$ cat src/rtl/ucode_pkg.sv
// Shared microcode encodings for the sequencer, instruction encoder and control ROM.
package ucode_pkg;

    localparam logic [2:0] NS_DISPATCH = 3'b000;
    localparam logic [2:0] NS_FETCH    = 3'b001;
    localparam logic [2:0] NS_JUMP     = 3'b010;
    localparam logic [2:0] NS_INC      = 3'b011;
    localparam logic [2:0] NS_BRANCH   = 3'b100;
    localparam logic [2:0] NS_WAIT     = 3'b101;
    localparam logic [2:0] NS_CALL     = 3'b110;
    localparam logic [2:0] NS_RET      = 3'b111;

    localparam logic [1:0] CS_MOC  = 2'b00;
    localparam logic [1:0] CS_COND = 2'b01;
    localparam logic [1:0] CS_ONE  = 2'b10;
    localparam logic [1:0] CS_ZERO = 2'b11;

    localparam logic [7:0] FETCH_STATE_DEF = 8'd0;
    localparam logic [7:0] FAULT_STATE_DEF = 8'd1;

endpackage

$ cat src/rtl/ucode_next_addr_mux.sv
// Combinational next-microstate selection and condition test.
module ucode_next_addr_mux
    import ucode_pkg::*;
#(
    parameter int unsigned   SW          = 8,
    parameter logic [SW-1:0] FETCH_STATE = SW'(FETCH_STATE_DEF)
) (
    input  logic [SW-1:0] state,
    input  logic [SW-1:0] ret_reg,
    input  logic [SW-1:0] enc_state,
    input  logic [SW-1:0] cr_addr,
    input  logic [2:0]    nsel,
    input  logic [1:0]    csel,
    input  logic          inv,
    input  logic          moc,
    input  logic          cond,
    output logic [SW-1:0] next_state,
    output logic [SW-1:0] inc,
    output logic          hold
);

    logic sel_test;
    logic t;

    assign inc = state + SW'(1);

    always_comb begin
        sel_test = 1'b0;
        case (csel)
            CS_MOC:  sel_test = moc;
            CS_COND: sel_test = cond;
            CS_ONE:  sel_test = 1'b1;
            CS_ZERO: sel_test = 1'b0;
            default: sel_test = 1'b0;
        endcase
    end

    assign t    = sel_test ^ inv;
    assign hold = (nsel == NS_WAIT) && !t;

    always_comb begin
        next_state = state;
        case (nsel)
            NS_DISPATCH: next_state = enc_state;
            NS_FETCH:    next_state = FETCH_STATE;
            NS_JUMP:     next_state = cr_addr;
            NS_INC:      next_state = inc;
            NS_BRANCH:   next_state = t ? cr_addr : inc;
            NS_WAIT:     next_state = t ? inc : state;
            NS_CALL:     next_state = cr_addr;
            NS_RET:      next_state = ret_reg;
            default:     next_state = state;
        endcase
    end

endmodule

$ cat src/rtl/microsequencer.sv
// Microprogram sequencer: holds the control-ROM address and return register.
// Optional MOC wait timeout enabled by defining MOC_TIMEOUT_EN.
module microsequencer
    import ucode_pkg::*;
#(
    parameter int unsigned   SW          = 8,
    parameter logic [SW-1:0] FETCH_STATE = SW'(FETCH_STATE_DEF),
    parameter logic [SW-1:0] FAULT_STATE = SW'(FAULT_STATE_DEF),
    parameter int unsigned   TIMEOUT_CYC = 16
) (
    input  logic          clk,
    input  logic          reset,
    input  logic [SW-1:0] enc_state,
    input  logic [SW-1:0] cr_addr,
    input  logic [2:0]    nsel,
    input  logic [1:0]    csel,
    input  logic          inv,
    input  logic          moc,
    input  logic          cond,
    output logic [SW-1:0] state,
    output logic          waiting,
    output logic          mem_fault
);

    logic [SW-1:0] ret_reg;
    logic [SW-1:0] next_state;
    logic [SW-1:0] inc;
    logic          hold;

    ucode_next_addr_mux #(
        .SW          (SW),
        .FETCH_STATE (FETCH_STATE)
    ) u_mux (
        .state      (state),
        .ret_reg    (ret_reg),
        .enc_state  (enc_state),
        .cr_addr    (cr_addr),
        .nsel       (nsel),
        .csel       (csel),
        .inv        (inv),
        .moc        (moc),
        .cond       (cond),
        .next_state (next_state),
        .inc        (inc),
        .hold       (hold)
    );

    assign waiting = hold && !reset;

    always_ff @(posedge clk) begin
        if (reset) begin
            ret_reg <= '0;
        end else if (nsel == NS_CALL) begin
            ret_reg <= inc;
        end
    end

`ifdef MOC_TIMEOUT_EN
    localparam int unsigned CW = $clog2(TIMEOUT_CYC + 1);
    localparam logic [CW-1:0] LIMIT = CW'(TIMEOUT_CYC - 1);

    logic [CW-1:0] wait_cnt;
    logic          expire;

    // A satisfied test on the limit cycle drops hold, so it never faults.
    assign expire = hold && (wait_cnt == LIMIT);

    always_ff @(posedge clk) begin
        if (reset) begin
            state     <= FETCH_STATE;
            wait_cnt  <= '0;
            mem_fault <= 1'b0;
        end else begin
            mem_fault <= expire;
            if (expire) begin
                state    <= FAULT_STATE;
                wait_cnt <= '0;
            end else begin
                state    <= next_state;
                wait_cnt <= hold ? wait_cnt + CW'(1) : '0;
            end
        end
    end
`else
    always_ff @(posedge clk) begin
        if (reset) begin
            state <= FETCH_STATE;
        end else begin
            state <= next_state;
        end
    end

    assign mem_fault = 1'b0;
`endif

endmodule

$ cat config.mk
export PLATFORM = sky130hd
export DESIGN_NAME = microsequencer
export DESIGN_NICKNAME = d
export VERILOG_FILES = /design/src/rtl/ucode_pkg.sv /design/src/rtl/ucode_next_addr_mux.sv /design/src/rtl/microsequencer.sv
export SDC_FILE = /design/constraint.sdc
export NUM_CORES = 1
export LEC_CHECK = 0
export ABC_AREA = 1
export BUFFER_PORTS_ARGS = -buffer_cell sky130_fd_sc_hd__buf_2
export CAP_MARGIN = 40
export CORE_ASPECT_RATIO = 0.7
export CORE_MARGIN = 5
export CORE_UTILIZATION = 55
export CTS_BUF_LIST = sky130_fd_sc_hd__clkbuf_4 sky130_fd_sc_hd__clkbuf_8
export DETAILED_ROUTE_END_ITERATION = 12
export GPL_TIMING_DRIVEN = 0
export HOLD_SLACK_MARGIN = 0.12
export PLACE_DENSITY = 0.86
export SLEW_MARGIN = 10
export SYNTH_ARGS = -nofsm -noshare
export SYNTH_HDL_FRONTEND = slang
export SYNTH_SLANG_ARGS = --single-unit
export TNS_END_PERCENT = 50
$ cat constraint.sdc
create_clock -name clk -period 2.49 [get_ports clk]
set_input_delay 0.3735 -clock clk [delete_from_list [all_inputs] [get_ports clk]]
set_output_delay 0.3735 -clock clk [all_outputs]
set_load 0.01 [all_outputs]
==> qor.csv <==
metric;value;unit
run status;complete, no violations;
Synth area leaders;sky130_fd_sc_hd__dfxtp_1 30%, sky130_fd_sc_hd__nand2_1 18%, sky130_fd_sc_hd__nor2_1 10%, sky130_fd_sc_hd__nand3_1 7.5%, sky130_fd_sc_hd__inv_1 4.5%;
Clk Tree Root Cell;sky130_fd_sc_hd__clkbuf_4;
DRC errors left;0;
# rows;13;
chip height;46.97;µm
count of different cell masters after synthesis;22;
post-synth net total;196;
layout cell share with drive strength beyond 1;25.73;%
data required time of the critical path;2.12;ns
footprint of the multi-input gates;685.7;µm²
global-route wire length before repair;4.781;mm
initial standard-cell utilization of the core;57.89;%
Combinational Power Share;25.1;%
TritonCTS clock tree;done;
share of total power consumed by net switching;32.53;%
Highest Clock Rate;611.2;MHz
Max Transition Viols Final;0;
Arr. time, crit path;1.26;ns
Std-Cell Core Area;1854;µm²
Sequential Power Share;50.9;%
gp weighted congestion;0.8926;
Clock transition at path regs;0.09;ns
setup violation total in the final timing report;0;
post-synthesis average cell area;6.352;µm²
vias after detailed routing;1182;
area share of the largest cell type after synthesis;29.84;%
register bit total from synthesis;16;
total of fill cells in the finished design;170;
clock latency at the later pin of the worst-skew pair;0.29;ns
count of buffers from port buffering;34;
via count of the first global-routing pass;1150;
Max Root-Sink Buffers;2;
proportion of synthesized chip area in sequential cells;29.84;%
crit path time final;1.636;ns
GR Util All Layers;20.62;%
internal power summed over all cells;386.0;µW
post-layout worst setup margin;0.8538;ns
quantity of hold-fixing buffers added after cts;0;
horizontal extent of the die;62.81;µm
Total Wirelength;2.852;mm
number of antenna diodes;0;
initial antenna violation count;0;
Hold/Removal Path Class;input pin to flop;
number of optimization iterations in the first detailed-route pass;5;
kind of critical path;input pin to primary output;
sequential cell area;320.3;µm²
Setup TNS;0;ns
YS warnings;0;
number of placed I/O pins;36;
total of cells resized after clock tree synthesis;0;
part of the total power dissipated in the clock network;24.0;%
type of element capturing the critical path;primary output;
CP max FO;9;
final HPWL from detailed placement;2.305;mm
setup repair after global routing missed its margin;no;
TritonCTS buffer count;3;
count of mapped cells out of synthesis;169;
Layout Area Growth over Synthesis;20.51;%
peak supply drop;0.0004428;V
Place WS;0.8512;ns
library cell occupying the most area in the post-synthesis netlist;sky130_fd_sc_hd__dfxtp_1;
static leakage power;0.0007139;µW
number of DRC markers after the initial detailed-route iteration;63;
share of the core filled with cells in the final layout;69.77;%
overflow left after global routing;0;
final worst-path cycle share;65.71;%
largest net degree at the start of global routing;11;
max_cap viols;0;
setup fix buffers added after clock tree synthesis;0;
cell area after synthesis;1074;µm²
final hold viol count;0;
TritonCTS sink count;16;
power density over cell area;442.2;nW/µm²
placed cells;225;
non-filler instance count after layout;228;
maximum clock skew at final layout;0.002182;ns
Total Nets Final;235;
average detailed-routed wire length per instance;12.51;µm
die outline area;2950;µm²
vias per inst;5.184;
kind of start point of the critical path;input pin;
remaining number of nets flagged by the antenna check after routing;0;
switching power;186.1;µW
count of H-tree levels built during CTS;1;
[kinds of logic (layout without fill, tap and decap cells)]
family	Yosys count	in the layout	synth area share [%]
fa+ha+maj	1	1	1.165
xor+xnor	4	4	3.264
flops	16	16	29.84
simple gates	109	109	48.37
other cells	1	1	0.3493
compound gates	21	21	10.72
buf+inv	17	54	6.294
[per-layer routing]
metal / GRT usage (%) / share of wire [%] / wire [µm] / vias up
met2: 38.84 / 50 / 1415 / 39
met4: 6.356 / 0.32 / 9 / 0
met5: 0 / 0 / 0 / -
met1: 24.21 / 44 / 1246 / 528
li1: - / - / - / 612
met3: 4.785 / 6.3 / 180 / 3
[final cells by class]
cell class | instances | share of cell area [%]
Sequential cell | 16 | 24.76
Timing Repair Buffer | 34 | 13.15
Inverter | 16 | 4.642
Multi-Input combinational cell | 136 | 53.00
Tap cell | 22 | 2.128
Clock buffer | 3 | 1.741
Buffer | 1 | 0.5803
[placed cells by master, fill, tap and decap left out, types with 3 or more instances in the layout]
master                      n
sky130_fd_sc_hd__clkbuf_4   3
sky130_fd_sc_hd__buf_2     34
sky130_fd_sc_hd__nand3_1   16
sky130_fd_sc_hd__o21ai_0    8
sky130_fd_sc_hd__nand2_2    3
sky130_fd_sc_hd__inv_2      3
sky130_fd_sc_hd__inv_1     13
sky130_fd_sc_hd__o21a_1     3
sky130_fd_sc_hd__nor2_1    30
sky130_fd_sc_hd__a21oi_1    9
sky130_fd_sc_hd__dfxtp_1   16
sky130_fd_sc_hd__nand2_1   51
[cells in the mapped netlist]
library cell               number
sky130_fd_sc_hd__o21ai_0        8
sky130_fd_sc_hd__nand3_1       16
sky130_fd_sc_hd__nor2_2         2
sky130_fd_sc_hd__a21oi_1        9
sky130_fd_sc_hd__nand3_4        1
sky130_fd_sc_hd__o21bai_1       1
sky130_fd_sc_hd__o21a_1         3
sky130_fd_sc_hd__nor3_4         1
sky130_fd_sc_hd__nor3_2         2
sky130_fd_sc_hd__inv_1         13
sky130_fd_sc_hd__nor2_8         2
sky130_fd_sc_hd__nor2_1        30
sky130_fd_sc_hd__xnor2_1        2
sky130_fd_sc_hd__conb_1         1
sky130_fd_sc_hd__nand2_2        3
sky130_fd_sc_hd__dfxtp_1       16
sky130_fd_sc_hd__nand3_2        1
sky130_fd_sc_hd__nand2_1       51
sky130_fd_sc_hd__xor2_1         2
sky130_fd_sc_hd__ha_1           1
sky130_fd_sc_hd__buf_4          1
sky130_fd_sc_hd__inv_2          3
[metrics by stage]
stage	hold slack, ns	power, µW	area [µm²]
finish	0.3807	572.1	1294
global route	0.4142	604.4	1294
CTS	0.3829	573.5	1294
detailed placement	0.4774	439.3	1271
global placement	0.4699	431.6	1271
floorplan	0.4765	380.9	1074
[worst paths after layout]
check	cells past startpoint	to	slack, ns	from
min reg2reg	2	state[7]$_SDFFE_PP0P_	0.49	state[7]$_SDFFE_PP0P_
min	5	state[1]$_SDFFE_PP0P_	0.38	cr_addr[1]
max reg2reg	8	state[6]$_SDFFE_PP0P_	1.01	state[0]$_SDFFE_PP0P_
max	9	waiting	0.85	csel[1]
[worst max-delay path, stage by stage]
cell and delay [ns]:
sky130_fd_sc_hd__buf_2 0.10, sky130_fd_sc_hd__inv_1 0.04, sky130_fd_sc_hd__nand2_1 0.04, sky130_fd_sc_hd__nand2_1 0.08, sky130_fd_sc_hd__nand2_1 0.07, sky130_fd_sc_hd__nand2_1 0.12
sky130_fd_sc_hd__nand3_4 0.11, sky130_fd_sc_hd__nor2_8 0.16, sky130_fd_sc_hd__buf_2 0.16
[power groups by stage]
stage          Clock (µW)  Sequential [µW]  Combinational [µW]
2_1_floorplan           0              298                82.8
3_3_place_gp            0              295                 136
3_5_place_dp            0              297                 142
4_1_cts               140              291                 143
5_1_grt               149              294                 161
6_report              137              291                 144
No activity file was read; power rests on OpenSTA's default activity.
